===== src/rtl/int2flt_pkg.sv =====
// Shared types and constants for the 16-bit integer to half-precision converter.
package int2flt_pkg;

    localparam int INT_W = 16;
    localparam int EXP_W = 5;
    localparam int MAN_W = 10;
    localparam int BIAS  = 15;

    typedef enum logic [2:0] {
        IDLE = 3'd0,
        ABS  = 3'd1,
        NORM = 3'd2,
        PACK = 3'd3,
        DONE = 3'd4
    } state_t;

    typedef struct packed {
        logic             sign;
        logic [EXP_W-1:0] exp;
        logic [MAN_W-1:0] frac;
    } half_t;

    // Magnitude of a two's-complement word; -32768 maps to 16'h8000.
    function automatic logic [INT_W-1:0] mag_of(input logic [INT_W-1:0] v, input logic neg);
        return neg ? (~v + 1'b1) : v;
    endfunction

endpackage


===== src/rtl/int2flt_norm.sv =====
// Left-shifting normaliser: shifts the magnitude until its MSB is set, counting shifts.
module int2flt_norm
    import int2flt_pkg::*;
(
    input  logic             clk,
    input  logic             reset,
    input  logic             load,
    input  logic [INT_W-1:0] mag_in,
    input  logic             shift_en,
    output logic             norm_done,
    output logic [INT_W-1:0] mag_out,
    output logic [3:0]       s
);

    logic [INT_W-1:0] mag;
    logic [3:0]       cnt;

    // NOTE: sequential state uses non-blocking assignments so every register samples pre-edge values.
    always_ff @(posedge clk) begin
        if (reset) begin
            mag <= '0;
            cnt <= '0;
        end else if (load) begin
            mag <= mag_in;
            cnt <= '0;
        end else if (shift_en && !mag[INT_W-1]) begin
            mag <= mag << 1;
            cnt <= cnt + 4'd1;
        end
    end

    assign norm_done = mag[INT_W-1];
    assign mag_out   = mag;
    assign s         = cnt;

endmodule


===== src/rtl/int2flt_seq.sv =====
// Multi-cycle int16 -> IEEE-754 half converter with Start/Done handshake; truncates, never rounds.
module int2flt_seq
    import int2flt_pkg::*;
(
    input  logic             Clk,
    input  logic             Reset,
    input  logic             Start,
    input  logic [INT_W-1:0] Int_In,
    output logic [INT_W-1:0] Flt_Out,
    output logic             Done,
    output logic             Busy
);

    localparam logic [EXP_W-1:0] EXP_TOP = EXP_W'(BIAS + INT_W - 1);

    state_t           state, state_nxt;
    logic [INT_W-1:0] int_q;
    logic             sign_q;
    logic             done_q;
    half_t            flt_q;

    logic [INT_W-1:0] abs_mag;
    logic             norm_done;
    logic [INT_W-1:0] mag_out;
    logic [3:0]       s;

    assign abs_mag = mag_of(int_q, sign_q);

    int2flt_norm u_norm (
        .clk       (Clk),
        .reset     (Reset),
        .load      (state == ABS),
        .mag_in    (abs_mag),
        .shift_en  (state == NORM),
        .norm_done (norm_done),
        .mag_out   (mag_out),
        .s         (s)
    );

    // NOTE: the default assignment before the case keeps this combinational block latch-free.
    always_comb begin
        state_nxt = state;
        case (state)
            IDLE, DONE: if (Start) state_nxt = ABS;
            ABS:        state_nxt = (abs_mag == '0) ? PACK : NORM;
            NORM:       if (norm_done) state_nxt = PACK;
            PACK:       state_nxt = DONE;
            default:    state_nxt = IDLE;
        endcase
    end

    always_ff @(posedge Clk) begin
        if (Reset) begin
            state  <= IDLE;
            int_q  <= '0;
            sign_q <= 1'b0;
            done_q <= 1'b0;
            flt_q  <= '0;
        end else begin
            state <= state_nxt;
            case (state)
                IDLE, DONE: begin
                    if (Start) begin
                        int_q  <= Int_In;
                        sign_q <= Int_In[INT_W-1];
                        done_q <= 1'b0;
                    end
                end
                PACK: begin
                    // Zero is forced to +0 so a negative sign never leaks into a zero result.
                    if (mag_out == '0) begin
                        flt_q <= '0;
                    end else begin
                        flt_q.sign <= sign_q;
                        flt_q.exp  <= EXP_TOP - EXP_W'(s);
                        flt_q.frac <= mag_out[INT_W-2 -: MAN_W];
                    end
                    done_q <= 1'b1;
                end
                default: ;
            endcase
        end
    end

    assign Flt_Out = flt_q;
    assign Done    = done_q;
    assign Busy    = (state == ABS) || (state == NORM) || (state == PACK);

endmodule


===== config.mk =====
export PLATFORM = sky130hd
export DESIGN_NAME = int2flt_seq
export DESIGN_NICKNAME = d
export VERILOG_FILES = /design/src/rtl/int2flt_pkg.sv /design/src/rtl/int2flt_norm.sv /design/src/rtl/int2flt_seq.sv
export SDC_FILE = /design/constraint.sdc
export NUM_CORES = 1
export LEC_CHECK = 0
export ABC_CLOCK_PERIOD_IN_PS = 3600
export CELL_PAD_IN_SITES_DETAIL_PLACEMENT = 1
export CELL_PAD_IN_SITES_GLOBAL_PLACEMENT = 2
export CORE_MARGIN = 1.5
export CORE_UTILIZATION = 35
export CTS_BUF_LIST = sky130_fd_sc_hd__clkbuf_16
export CTS_CLUSTER_SIZE = 25
export DETAILED_ROUTE_END_ITERATION = 8
export PLACE_DENSITY_LB_ADDON = 0.12
export SYNTH_ARGS = -nofsm -noshare
export SYNTH_HDL_FRONTEND = slang
export SYNTH_HIERARCHICAL = 1
export SYNTH_SLANG_ARGS = --single-unit

===== constraint.sdc =====
create_clock -name Clk -period 3.6 [get_ports Clk]
set_input_delay 0.9 -clock Clk [delete_from_list [all_inputs] [get_ports Clk]]
set_output_delay 0.9 -clock Clk [all_outputs]
set_load 0.005 [all_outputs]

==> results of run 1 <==
==> cells in the mapped netlist, types with 2 or more instances <==
cell	number
mux2i_1	2
nand4_1	2
mux2_2	2
nand3_1	9
xnor2_1	13
o21a_1	14
a21o_1	2
clkbuf_1	22
o21ai_0	5
nor3b_1	2
nand2b_1	4
nand2_1	66
nor4_1	7
inv_1	18
nor3_1	8
xor2_1	5
mux2_4	6
a32oi_1	3
mux2_1	8
dfxtp_1	56
nor2_1	12
a21oi_1	48
nand3b_1	6
ha_1	3
nor2b_1	2
==> metal layers <==
metal  global-route usage (%)  vias up  share of wire [%]
met5                        0        -                  0
met4                    4.545        0                1.1
met3                    2.520        6                1.6
met2                    28.86       21                 48
met1                    22.31     1128                 50
li1                         -     1228                  -
==> power by group <==
group | leakage, nW | switching [mW] | internal [mW]
Combinational | 0.705 | 0.187 | 0.159
Sequential | 0.456 | 0.0604 | 0.666
Clock | 0.0657 | 0.218 | 0.253
==> final cells by class <==
cell class | count | area (um2) | area share [%]
clock inverters | 2 | 12.51 | 0.3693
repair buffers | 39 | 377.9 | 11.15
clock buffers | 5 | 125.1 | 3.693
multi-input cells | 248 | 1556 | 45.94
inverters | 18 | 67.56 | 1.994
flip-flops and latches | 56 | 1121 | 33.09
well taps | 102 | 127.6 | 3.767
==> logic make-up after synthesis <==
family	count (synthesis)
AO/OA/AOI/OAI	83
AND/OR/NAND/NOR	126
flip-flops	56
buffers and inverters	44
multiplexers	18
XOR/XNOR	18
adder cells (fa/ha/maj)	3
==> registers in the layout, indices dropped and copies added, names as in the netlist <==
name,count
Flt_Out,16
u_norm/s,4
u_norm/mag_out,16
Done,1
int_q,16
state,3
==> cells in the final DEF, fill, tap and decap left out, drive strengths merged, types with 2 or more instances in the layout <==
cell           count
nand2             67
a211oi             2
nand4              2
nor3b              2
dfxtp             56
nand3              9
nor2              12
xor2               5
ha                 3
nor3               8
a32oi              3
a21oi             48
nor2b              2
o21a              14
mux2              16
buf                4
inv               18
nand2b             4
mux2i              2
o31ai              2
clkdlybuf4s50     35
xnor2             13
clkbuf             5
o41ai              2
a21o               2
nor4               8
nand3b             6
o21ai              6
==> worst register-to-register path, stage by stage, from the launching register on <==
cell	delay [ns]
dfxtp_1	0.38
or2_0	0.26
nor4_1	0.40
mux2_2	0.25
a32oi_1	0.12
or4b_2	0.65
o41ai_2	0.20
==> through the flow <==
| step | util, % | setup WS, ns | hold WS [ns] | cell area (um2) |
|---|---|---|---|---|
| floorplan | - | 1.372 | 0.4483 | 2865 |
| global placement | 41.63 | 1.290 | 0.4426 | 3251 |
| detailed placement | 41.63 | 1.255 | 0.4490 | 3251 |
| CTS | 43.40 | 1.192 | 0.4591 | 3388 |
| global route | 43.40 | 1.022 | 0.4676 | 3388 |
| finish | 43.40 | 1.205 | 0.4563 | 3388 |
==> how the worst max path moves through the flow <==
stage,from,to,slack (ns),depth (start not counted)
2_1_floorplan,Reset,state[0],1.37,6
3_3_place_gp,Start,int_q[2],1.29,4
3_5_place_dp,int_q[0],state[0],1.26,6
4_1_cts,state[1],Busy,1.19,3
5_1_grt,int_q[0],state[0],1.02,6
6_report,state[1],Busy,1.20,3
==> flow_metrics.env, run 1 <==
export IMPL_status="finished, final reports clean"
export IMPL_yosysWarningCount=6
export IMPL_slew_headroom_pct=34.42
export IMPL_drt_iter0_drc=87
export IMPL_timing_fmax_mhz=417.5
export IMPL_synthMuxAreaShare_pct=7.773
export IMPL_crit_top_cell="nor2_1"
export IMPL_cp_top_family="buffers and inverters"
export IMPL_setup_viol=0
export IMPL_synthCells=348
export IMPL_final_cells=470
export IMPL_synth_area_um2=2865
export IMPL_synth_fp_nets=370
export IMPL_cpMaxStageDelayCell="clkdlybuf4s50_1"
export IMPL_root_buffer="clkbuf_16"
export IMPL_setup_tns_ns=0
export IMPL_reg2reg_from="int_q[0]"
export IMPL_port_buffers=36
export IMPL_cp_cell_sequence="nor2_1 -> nor2_1 -> clkdlybuf4s50_1"
export IMPL_cts_sinks=56
export IMPL_p_total_mw=1.543
export IMPL_ios=37
export IMPL_synth_top_family_by_area="simple AND/OR/NAND/NOR gates"
export IMPL_dpl_hpwl_mm=4.795
export IMPL_worstMarginPinSlew_ns=0.9837
export IMPL_hold_viol_final=0
export IMPL_clkLatencyLatePin_ns=0.29
export IMPL_grt_total_usage_pct=17.00
export IMPL_n_fill_cell=935
export IMPL_drtAntennaViolNets=0
export IMPL_power_leakage_nw=1.227
export IMPL_vias=2383
export IMPL_diodes=0
export IMPL_fp_dieArea_um2=8739
export IMPL_final_nets=390
export IMPL_rsz0062_at_grt="false"
export IMPL_hp_class="flip-flop to flip-flop"
export IMPL_reg2reg_depth=6
export IMPL_post_cts_buffers=0
export IMPL_post_route_period_util_pct=66.54
export IMPL_firstDrtPassIters=4
export IMPL_critPathMaxFanout=8
export IMPL_timing_rr_end="state[0]"
export IMPL_critPathBufInv=1
export IMPL_critPathLaunchType="flip-flop"
export IMPL_dieHeight_um=93.48
export IMPL_syn_to_final_growth_pct=18.25
export IMPL_synth_edff_count=0
export IMPL_irDropWorstVdd_v=0.0002109
export IMPL_drv_slew=0
export IMPL_drc=0
export IMPL_critical_path_arrival_ns=1.50
export IMPL_routabilityCongestion=0.7752
export IMPL_grt_max_degree=57
export IMPL_synth_top_area_share_pct=39.13
export IMPL_htreeDepth=2
export IMPL_hold_depth=2
export IMPL_holdPathEnd="Flt_Out[14]"
export IMPL_maxCapViolations=0
export IMPL_core_um2=7807
export IMPL_start_util_pct=36.70
export IMPL_synth_simple_gate_area_share_pct=21.27
export IMPL_async_reset_ff_share_pct=0
export IMPL_synthTopCellsByArea="dfxtp_1, nand2_1, a21oi_1"
export IMPL_holdBufCountCts=0
export IMPL_cts_tree="done"
export IMPL_path_clk_slew_ns=0.07
export IMPL_synth_compound_area_share_pct=18.30
export IMPL_die_width_um=93.48
export IMPL_antenna_found_initial=0
export IMPL_row_count=32
export IMPL_synth_xor_area_share_pct=5.502
export IMPL_grt_pass1_wl_mm=11.70
export IMPL_crit_type="flip-flop to primary output"
export IMPL_routedWlPerCell_um=14.53
export IMPL_wl_mm=6.831
export IMPL_synthAdderAreaFrac_pct=1.310
export IMPL_synth_ff_type="dfxtp_1"
export IMPL_cp_required_ns=2.70
export IMPL_vias_per_cell=5.070
export IMPL_finClkSkew_ns=0.008430
export IMPL_synth_seq_area_share_pct=39.13
export IMPL_critPathMaxStageDelay_ns=0.50
export IMPL_cts_max_path_buffers=2
export IMPL_cp_end_kind="primary output"
export IMPL_finalCriticalPeriod_ns=2.395
export IMPL_p_per_area_nw_per_um2=455.3
export IMPL_grt_pass1_vias=2344
export IMPL_hp_start="Flt_Out[14]"
export IMPL_placed_cells=463
export IMPL_cts_buffers=5
export IMPL_yosys_register_bits=56
export IMPL_synth_avg_cell_area_um2=8.233
export IMPL_ys_types=48
export IMPL_post_cts_resized=0
export IMPL_yosys_area_top_type="dfxtp_1"
export IMPL_grt_overflow=0
export IMPL_drive_above_1_share_pct=7.065
export IMPL_r2r_slack_ns=1.25
Power figures use the tool's default switching activity.
==> run 2: changes to the inputs <==
--- a/config.mk
+++ b/config.mk
@@ -5,11 +5,11 @@
 export SDC_FILE = /design/constraint.sdc
 export NUM_CORES = 1
 export LEC_CHECK = 0
-export ABC_CLOCK_PERIOD_IN_PS = 3600
+export ABC_CLOCK_PERIOD_IN_PS = 2200
 export CELL_PAD_IN_SITES_DETAIL_PLACEMENT = 1
 export CELL_PAD_IN_SITES_GLOBAL_PLACEMENT = 2
 export CORE_MARGIN = 1.5
-export CORE_UTILIZATION = 35
+export CORE_UTILIZATION = 29
 export CTS_BUF_LIST = sky130_fd_sc_hd__clkbuf_16
 export CTS_CLUSTER_SIZE = 25
 export DETAILED_ROUTE_END_ITERATION = 8
==> constraint.sdc (replaced) <==
create_clock -name Clk -period 2.2 [get_ports Clk]
set_input_delay 0.55 -clock Clk [delete_from_list [all_inputs] [get_ports Clk]]
set_output_delay 0.55 -clock Clk [all_outputs]
set_load 0.005 [all_outputs]
==> flow_metrics.env, run 2 (synthesis gave the netlist of run 1 again) <==
export IMPL_critPathMaxFanout=5
export IMPL_layout_commonest_cell="nand2_1"
export IMPL_clkLatencyLatePin_ns=0.29
export IMPL_cp_end_kind="flip-flop"
export IMPL_finClkSkew_ns=0.005627
export IMPL_post_route_period_util_pct=95.42
export IMPL_timing_rr_end="state[0]"
export IMPL_critical_path_arrival_ns=2.30
export IMPL_grt_pass1_wl_mm=12.30
export IMPL_worstMarginPinSlew_ns=0.6199
export IMPL_cp_cell_sequence="nor4_4 -> buf_4 -> nand2_4 -> o31ai_4 -> xnor2_2 -> or4_1 -> o41ai_2"
export IMPL_p_total_mw=2.660
export IMPL_drt_iter0_drc=53
export IMPL_finalCriticalPeriod_ns=2.099
export IMPL_maxCapViolations=0
export IMPL_final_cells=522
export IMPL_fp_dieArea_um2=10490
export IMPL_root_buffer="clkbuf_16"
export IMPL_hold_depth=2
export IMPL_vias=2432
export IMPL_drtAntennaViolNets=0
export IMPL_row_count=36
export IMPL_holdBufCountCts=0
export IMPL_cts_tree="done"
export IMPL_port_buffers=36
export IMPL_grt_pass1_vias=2427
export IMPL_hp_start="Flt_Out[6]"
export IMPL_grt_overflow=0
export IMPL_wl_mm=7.320
export IMPL_final_nets=410
export IMPL_cts_sinks=56
export IMPL_start_util_pct=29.59
export IMPL_reg2reg_from="int_q[2]"
export IMPL_die_width_um=102.4
export IMPL_irDropWorstVdd_v=0.0002842
export IMPL_pre_cts_ws_ns=0.02146
export IMPL_final_util_pct=37.61
export IMPL_timing_fmax_mhz=476.4
export IMPL_drive_above_1_share_pct=14.65
export IMPL_dpl_hpwl_mm=5.271
export IMPL_holdPathEnd="Flt_Out[6]"
export IMPL_dieHeight_um=102.4
export IMPL_firstDrtPassIters=4
export IMPL_htreeDepth=2
export IMPL_critPathMaxStageDelay_ns=0.54
export IMPL_vias_per_cell=4.659
export IMPL_placed_cells=514
export IMPL_grt_max_degree=57
export IMPL_critPathLaunchType="flip-flop"
export IMPL_critPathBufInv=1
export IMPL_cts_max_path_buffers=2
export IMPL_setup_tns_ns=0
export IMPL_core_um2=9684
export IMPL_crit_type="flip-flop to flip-flop"
export IMPL_cpMaxStageDelayCell="or4_1"
export IMPL_met1_length_mm=3.463
export IMPL_final_area_um2=3642
export IMPL_diodes=0
export IMPL_hp_class="flip-flop to flip-flop"
export IMPL_post_cts_buffers=0
export IMPL_slew_headroom_pct=58.67
export IMPL_syn_to_final_growth_pct=27.12
export IMPL_routabilityCongestion=0.7776
export IMPL_routed_top_layer="met4"
export IMPL_setup_viol=0
export IMPL_cp_required_ns=2.40
export IMPL_final_cell_mix="nand2_1, dfxtp_1, a21oi_1"
export IMPL_r2r_slack_ns=0.10
export IMPL_status="finished, final reports clean"
export IMPL_fin_ws_ns=0.1008
export IMPL_worst_hold_slack_ns=0.4525
export IMPL_hold_viol_final=0
export IMPL_p_per_area_nw_per_um2=730.3
export IMPL_cp_top_family="simple AND/OR/NAND/NOR gates"
export IMPL_drc=0
export IMPL_ios=37
export IMPL_path_clk_slew_ns=0.07
export IMPL_met2WireLength_mm=3.669
export IMPL_grt_total_usage_pct=14.85
export IMPL_cts_buffers=5
export IMPL_routedWlPerCell_um=14.02
export IMPL_place_area_um2=3452
export IMPL_drv_slew=0
export IMPL_reg2reg_depth=7
export IMPL_antenna_found_initial=0
export IMPL_dr_wl_met3_um=140
export IMPL_power_leakage_nw=1.355
## run 2: cell types whose count changed in the layout (fill, tap and decap cells not counted), sizes merged
cell and delta:
buf +20, clkinvlp -1, clkinv +1, inv +1
## run 2: how the worst max path moves through the flow
stage	startpoint	to	depth (start not counted)
2_1_floorplan	int_q[2]	state[0]	6
3_3_place_gp	int_q[3]	state[0]	7
3_5_place_dp	int_q[1]	state[0]	7
4_1_cts	int_q[1]	state[0]	7
5_1_grt	int_q[2]	state[0]	7
6_report	int_q[2]	state[0]	7
## run 2: final cells by class
class / count / area [um2]
Inverter: 18 / 67.56
Multi-Input combinational cell: 248 / 1594
Clock buffer: 5 / 125.1
Timing Repair Buffer: 59 / 540.5
Clock inverter: 3 / 22.52
Sequential cell: 56 / 1126
Tap cell: 133 / 166.4
Fill cell: 1160 / 6042
## run 2: per-layer routing
layer / vias to the layer above / track usage (%)
li1: 1263 / -
met1: 1142 / 19.13
met2: 22 / 26.34
met3: 5 / 2.257
met4: 0 / 2.845
met5: - / 0
## run 2: timing repair
action | CTS | global route
gates resized for setup | 0 | 11
hold endpoints to repair | 0 | 0
setup endpoints to repair | 1 | 1
pin swaps | 1 | 1
## run 2: where the power goes
part | leakage (nW) | internal [mW] | switching [mW] | total (mW)
clock | 0.0742 | 0.428 | 0.389 | 0.817
combinational | 0.823 | 0.325 | 0.342 | 0.667
sequential | 0.458 | 1.09 | 0.0864 | 1.18
total | 1.35 | 1.84 | 0.818 | 2.66
## run 2: worst reg2reg max path, cell delays in order (launching register included)
cell,delay [ns]
dfxtp_2,0.35
nor4_4,0.27
buf_4,0.19
nand2_4,0.06
o31ai_4,0.24
xnor2_2,0.10
or4_1,0.54
o41ai_2,0.26
